<file path="config.mk">
export PLATFORM = sky130hd
export DESIGN_NAME = reglog_master
export DESIGN_NICKNAME = d
export VERILOG_FILES = /design/src/rtl/reglog_master.sv
export SDC_FILE = /design/constraint.sdc
export NUM_CORES = 1
export LEC_CHECK = 0
export BUFFER_PORTS_ARGS = -buffer_cell sky130_fd_sc_hd__buf_2
export CAP_MARGIN = 20
export CORE_UTILIZATION = 40
export DETAILED_ROUTE_END_ITERATION = 8
export HOLD_SLACK_MARGIN = 0.08
export PLACE_DENSITY = 0.59
export SLEW_MARGIN = 20
export SYNTH_ARGS = -nofsm -noshare
export SYNTH_HDL_FRONTEND = slang
export SYNTH_SLANG_ARGS = --single-unit
</file>
<file path="constraint.sdc">
create_clock -name clk -period 4.4 [get_ports clk]
set_input_delay 0.22 -clock clk [delete_from_list [all_inputs] [get_ports clk]]
set_output_delay 0.22 -clock clk [all_outputs]
set_load 0.005 [all_outputs]
</file>
<file path="src/rtl/reglog_master.sv">
// reglog_master: single-command initiator for the 6x16 register-log file; define REGLOG_MASTER_SAT_EN for saturating ADD.
// Latency accept->rsp_valid: 1 cycle on address error, 2 for READ/WRITE, 3 for ADD/CLR.
// Backpressure: one command in flight; cmd_ready only in IDLE, RESP held until rsp_ready.
module reglog_master #(
  parameter int ADDR_W   = 3,
  parameter int MAX_ADDR = 5,
  parameter int DATA_W   = 16
) (
  input  logic              clk,
  input  logic              reset,
  input  logic              cmd_valid,
  output logic              cmd_ready,
  input  logic [1:0]        cmd_op,
  input  logic [ADDR_W-1:0] cmd_addr,
  input  logic [DATA_W-1:0] cmd_data,
  output logic              rsp_valid,
  input  logic              rsp_ready,
  output logic [DATA_W-1:0] rsp_data,
  output logic              rsp_err,
  output logic [ADDR_W-1:0] reglog_addr,
  output logic              reglog_wren,
  output logic [DATA_W-1:0] reglog_in,
  input  logic [DATA_W-1:0] reglog_out
);

  typedef enum logic [1:0] {IDLE, RD, WR, RESP} state_t;

  localparam logic [1:0] OP_READ  = 2'b00;
  localparam logic [1:0] OP_WRITE = 2'b01;
  localparam logic [1:0] OP_ADD   = 2'b10;
  localparam logic [1:0] OP_CLR   = 2'b11;

  state_t            state_q, state_d;
  logic [1:0]        op_q, op_d;
  logic [DATA_W-1:0] data_q, data_d;
  logic [DATA_W-1:0] old_q, old_d;
  logic [DATA_W-1:0] rsp_data_q, rsp_data_d;
  logic              rsp_err_q, rsp_err_d;
  logic [ADDR_W-1:0] reglog_addr_q, reglog_addr_d;
  logic              reglog_wren_q, reglog_wren_d;
  logic [DATA_W-1:0] reglog_in_q, reglog_in_d;

  logic              cmd_fire;
  logic              rsp_fire;
  logic              addr_bad;
  logic [DATA_W-1:0] add_res;
  logic [DATA_W-1:0] clr_res;

  assign cmd_ready   = (state_q == IDLE);
  assign rsp_valid   = (state_q == RESP);
  assign rsp_data    = rsp_data_q;
  assign rsp_err     = rsp_err_q;
  assign reglog_addr = reglog_addr_q;
  assign reglog_wren = reglog_wren_q;
  assign reglog_in   = reglog_in_q;

  assign cmd_fire = cmd_valid && cmd_ready;
  assign rsp_fire = rsp_valid && rsp_ready;
  assign addr_bad = (int'(cmd_addr) > MAX_ADDR);

  // Read-modify-write results are formed from the live file output during RD.
`ifdef REGLOG_MASTER_SAT_EN
  logic [DATA_W:0] add_sum;
  assign add_sum = {1'b0, reglog_out} + {1'b0, data_q};
  assign add_res = add_sum[DATA_W] ? {DATA_W{1'b1}} : add_sum[DATA_W-1:0];
`else
  assign add_res = reglog_out + data_q;
`endif
  assign clr_res = reglog_out & ~data_q;

  always_comb begin
    state_d       = state_q;
    op_d          = op_q;
    data_d        = data_q;
    old_d         = old_q;
    rsp_data_d    = rsp_data_q;
    rsp_err_d     = rsp_err_q;
    reglog_addr_d = reglog_addr_q;
    reglog_wren_d = 1'b0;
    reglog_in_d   = reglog_in_q;

    case (state_q)
      IDLE: begin
        if (cmd_fire) begin
          op_d   = cmd_op;
          data_d = cmd_data;
          if (addr_bad) begin
            state_d    = RESP;
            rsp_err_d  = 1'b1;
            rsp_data_d = '0;
          end else if (cmd_op == OP_WRITE) begin
            state_d       = WR;
            reglog_addr_d = cmd_addr;
            reglog_in_d   = cmd_data;
            reglog_wren_d = 1'b1;
          end else begin
            state_d       = RD;
            reglog_addr_d = cmd_addr;
          end
        end
      end

      RD: begin
        old_d = reglog_out;
        case (op_q)
          OP_ADD: begin
            state_d       = WR;
            reglog_in_d   = add_res;
            reglog_wren_d = 1'b1;
          end
          OP_CLR: begin
            state_d       = WR;
            reglog_in_d   = clr_res;
            reglog_wren_d = 1'b1;
          end
          default: begin
            state_d    = RESP;
            rsp_data_d = reglog_out;
            rsp_err_d  = 1'b0;
          end
        endcase
      end

      WR: begin
        state_d    = RESP;
        rsp_err_d  = 1'b0;
        rsp_data_d = (op_q == OP_WRITE) ? reglog_in_q : old_q;
      end

      RESP: begin
        if (rsp_fire) begin
          state_d = IDLE;
        end
      end

      default: state_d = IDLE;
    endcase
  end

  always_ff @(posedge clk or posedge reset) begin
    if (reset) begin
      state_q       <= IDLE;
      op_q          <= OP_READ;
      data_q        <= '0;
      old_q         <= '0;
      rsp_data_q    <= '0;
      rsp_err_q     <= 1'b0;
      reglog_addr_q <= '0;
      reglog_wren_q <= 1'b0;
      reglog_in_q   <= '0;
    end else begin
      state_q       <= state_d;
      op_q          <= op_d;
      data_q        <= data_d;
      old_q         <= old_d;
      rsp_data_q    <= rsp_data_d;
      rsp_err_q     <= rsp_err_d;
      reglog_addr_q <= reglog_addr_d;
      reglog_wren_q <= reglog_wren_d;
      reglog_in_q   <= reglog_in_d;
    end
  end

endmodule

</file>
==> flow_metrics.py <==
metrics = {
    "run_status": {
        "status": "complete, no violations",
    },
    "synthesis": {
        "synth_area_um2": 4590,
        "synth_flop_cell": "dfrtp_1",
        "muxShareOfSynthArea_pct": 13.1,
        "synth-seq-cells": 73,
        "synth_top_area_cell": "dfrtp_1",
        "synth_xor_area_share_pct": 0.382,
        "synth_nets": 554,
        "synth.avg_cell_area_um2": 9.62,
        "synthAdderAreaFrac_pct": 9.98,
        "syn-instance-count": 477,
        "ys_seq_area_share_pct": 39.8,
        "ys_async_sr_fraction_pct": 100,
        "yosysMostFrequentCell": "dfrtp_1",
        "synth_edf_count": 0,
        "synth-simple-area-share_pct": 13.4,
        "synth_top_family_by_area": "compound AO/OA/AOI/OAI gates",
        "synth_top_area_share_pct": 39.8,
        "ys_top_cells_by_count": "73 x dfrtp_1, 50 x mux2_2, 41 x nand2_1, 38 x nor2_1, 35 x ha_1",
        "synth_compound_area_share_pct": 18.5,
        "synthTopCellsByArea": "dfrtp_1 40%, mux2_2 12%, ha_1 9.5%",
        "yosys_warnings": 0,
        "ys_types": 57,
    },
    "critical_path": {
        "crit_chain": "inv_1 -> ha_2 -> a221o_1 -> inv_2 -> nand2_1 -> o21ai_0",
        "path_buf_inv": 2,
        "endpoint_kind": "flip-flop",
        "crit_slowest_cell": "a221o_1",
        "crit_fanout": 32,
        "cp.arrival_ps": 3140,
        "crit_start": "state_q[1]",
        "path_delay_family": "compound AO/OA/AOI/OAI gates",
        "worstSetupStartpointType": "flip-flop",
        "worstPathRequired_ps": 4590,
        "max_stage_delay_ps": 800,
        "r2r_start": "state_q[1]",
        "critical_path_class": "flip-flop to flip-flop",
    },
    "placement": {
        "io_buffer_count": 79,
        "place_ws_ps": 1540,
        "dp_cells": 679,
        "place.gp.congestion": 0.854,
        "place_area_um2": 5110,
        "dp_hpwl_um": 8200,
    },
    "power_and_ir_drop": {
        "combPwrFrac_pct": 53.0,
        "p_sw_mw": 1.72,
        "cell_internal_pwr_mw": 2.38,
        "clkPwrFrac_pct": 18.2,
        "ir_drop_uv": 343,
        "power_leakage_nw": 2.53,
        "finalPower_mw": 4.10,
        "p_seq_share_pct": 28.9,
        "power_density_nw_per_um2": 755,
        "switching_share_pct": 41.9,
    },
    "hold_path": {
        "min-delay-start": "cmd_addr[0]",
        "holdCritPathClass": "input port to flip-flop",
    },
    "sta": {
        "maxSlewHeadroom_pct": 32.5,
        "post-route-worst-setup-slack_ps": 1450,
        "tightestPinTransition_ps": 1010,
        "fin_crit_ps": 2950,
        "tns_ps": 0,
        "finalCritPeriodShare_pct": 67.0,
        "setup_viol": 0,
        "maxSlewViolCount": 0,
        "finClkSkew_ps": 6.61,
        "whs_ps": 107,
        "rsz0062_at_grt": "false",
        "hold_viol": 0,
        "clock.fmax_mhz": 339,
    },
    "clock_network": {
        "postCtsHoldBufs": 0,
        "cts_setup_buffers": 0,
        "numCtsBuffers": 9,
        "cts_resized": 0,
        "numClockSinks": 73,
        "tritoncts": "built",
        "insertion_delay_ps": 350,
        "cts_buffer_depth": 2,
        "cts_max_level": 3,
        "clock-root-buffer": "clkbuf_16",
        "path_clk_slew_ps": 60,
    },
    "route": {
        "wl_per_cell_um": 17.2,
        "met3_length_um": 591,
        "wl_met1_um": 5840,
        "via_per_inst": 5.41,
        "totalWireLength_um": 11900,
        "vias": 3763,
        "antenna_left": 0,
        "firstDrtPassIters": 4,
        "route.detailed.drc": 0,
        "top_layer": "met4",
        "drt-initial-drc-count": 147,
        "wl_met2_um": 5300,
    },
    "floorplanning": {
        "core_um2": 11000,
        "dieArea_um2": 11900,
        "initial_utilization_pct": 41.6,
        "chipHeight_um": 109,
        "die_w_um": 109,
        "placement_rows": 38,
        "pin_count": 80,
    },
    "global_routing": {
        "grt_pass1_wl_um": 19200,
        "grt_usage_pct": 21.7,
        "overflow": 0,
        "first_global_vias": 3700,
        "antenna_found_initial": 0,
        "grt_max_degree": 46,
    },
    "layout": {
        "n_antenna_cell": 0,
        "drive_above_1_share_pct": 29.0,
        "finalNonFillerCells": 696,
        "nets": 628,
        "fin_util_pct": 49.2,
        "syn2layout_area_growth_pct": 18.1,
        "final_area_um2": 5420,
    },
    "run": {
        "maxCapViolCount": 0,
    },
}
## flip-flops by register name, indices dropped and copies added, names as in the netlist
name,cells
reglog_addr,3
old_q,16
rsp_err,1
reglog_in,16
state_q,2
data_q,16
rsp_data,16
op_q,2
reglog_wren,1
## power by group through the flow
stage	sequential (mW)	combinational (mW)	clock, mW
after floorplan	1.15	1.60	0
after detailed placement	1.19	2.17	0
after CTS	1.18	2.18	0.763
after global placement	1.18	2.11	0
final	1.18	2.17	0.744
after global routing	1.22	2.43	0.788
## cell families after synthesis
logic type	Yosys count
adder cells (fa/ha/maj)	36
AO/OA/AOI/OAI	126
multiplexers	54
buffers and inverters	58
flip-flops	73
XOR/XNOR	2
AND/OR/NAND/NOR	128
## final cells by class
type,count,area (um2)
Clock buffer,10,239
Tap cell,140,175
Sequential cell,73,1830
Fill cell,1044,5610
Inverter,36,136
Clock inverter,6,57.6
Multi-Input combinational cell,346,2540
Timing Repair Buffer,85,443
## cell usage in the layout, fill, tap and decap left out, types with 2 or more instances in the layout
cell type / instances
buf_2: 79
dfrtp_1: 73
mux2_2: 50
nand2_1: 41
nor2_1: 38
ha_1: 34
inv_1: 33
o21ai_0: 27
a21oi_1: 22
a22oi_1: 16
a31oi_1: 12
o21ai_1: 10
nand2b_1: 9
clkbuf_16: 9
nor2b_1: 8
nand3_1: 6
o211ai_1: 6
clkinv_2: 5
nor3b_1: 5
buf_4: 5
nor3_1: 4
a211oi_1: 4
mux2i_1: 4
o31ai_1: 4
o21a_1: 3
or3_1: 3
a221o_1: 2
inv_2: 2
o21bai_1: 2
o31a_1: 2
a211o_1: 2
a21boi_0: 2
nand3b_1: 2
nand4_1: 2
or4_1: 2
## routing by layer
layer | vias to the layer above | global-route usage (%)
li1 | 1846 | -
met1 | 1812 | 30.0
met2 | 91 | 33.3
met3 | 14 | 3.71
met4 | 0 | 8.78
met5 | - | 0
## path summary, 6_finish.rpt
check / to / slack [ps] / depth (start not counted)
max in group asynchronous: data_q[0] / 2940 / 4
min in group asynchronous: rsp_data[15] / 550 / 3
worst min register to register: rsp_data[4] / 480 / 2
worst max register to register: rsp_data[12] / 1450 / 6
worst min-delay path: reglog_addr[0] / 110 / 2
worst max-delay path: rsp_data[12] / 1450 / 6
Power figures use the tool's default switching activity.
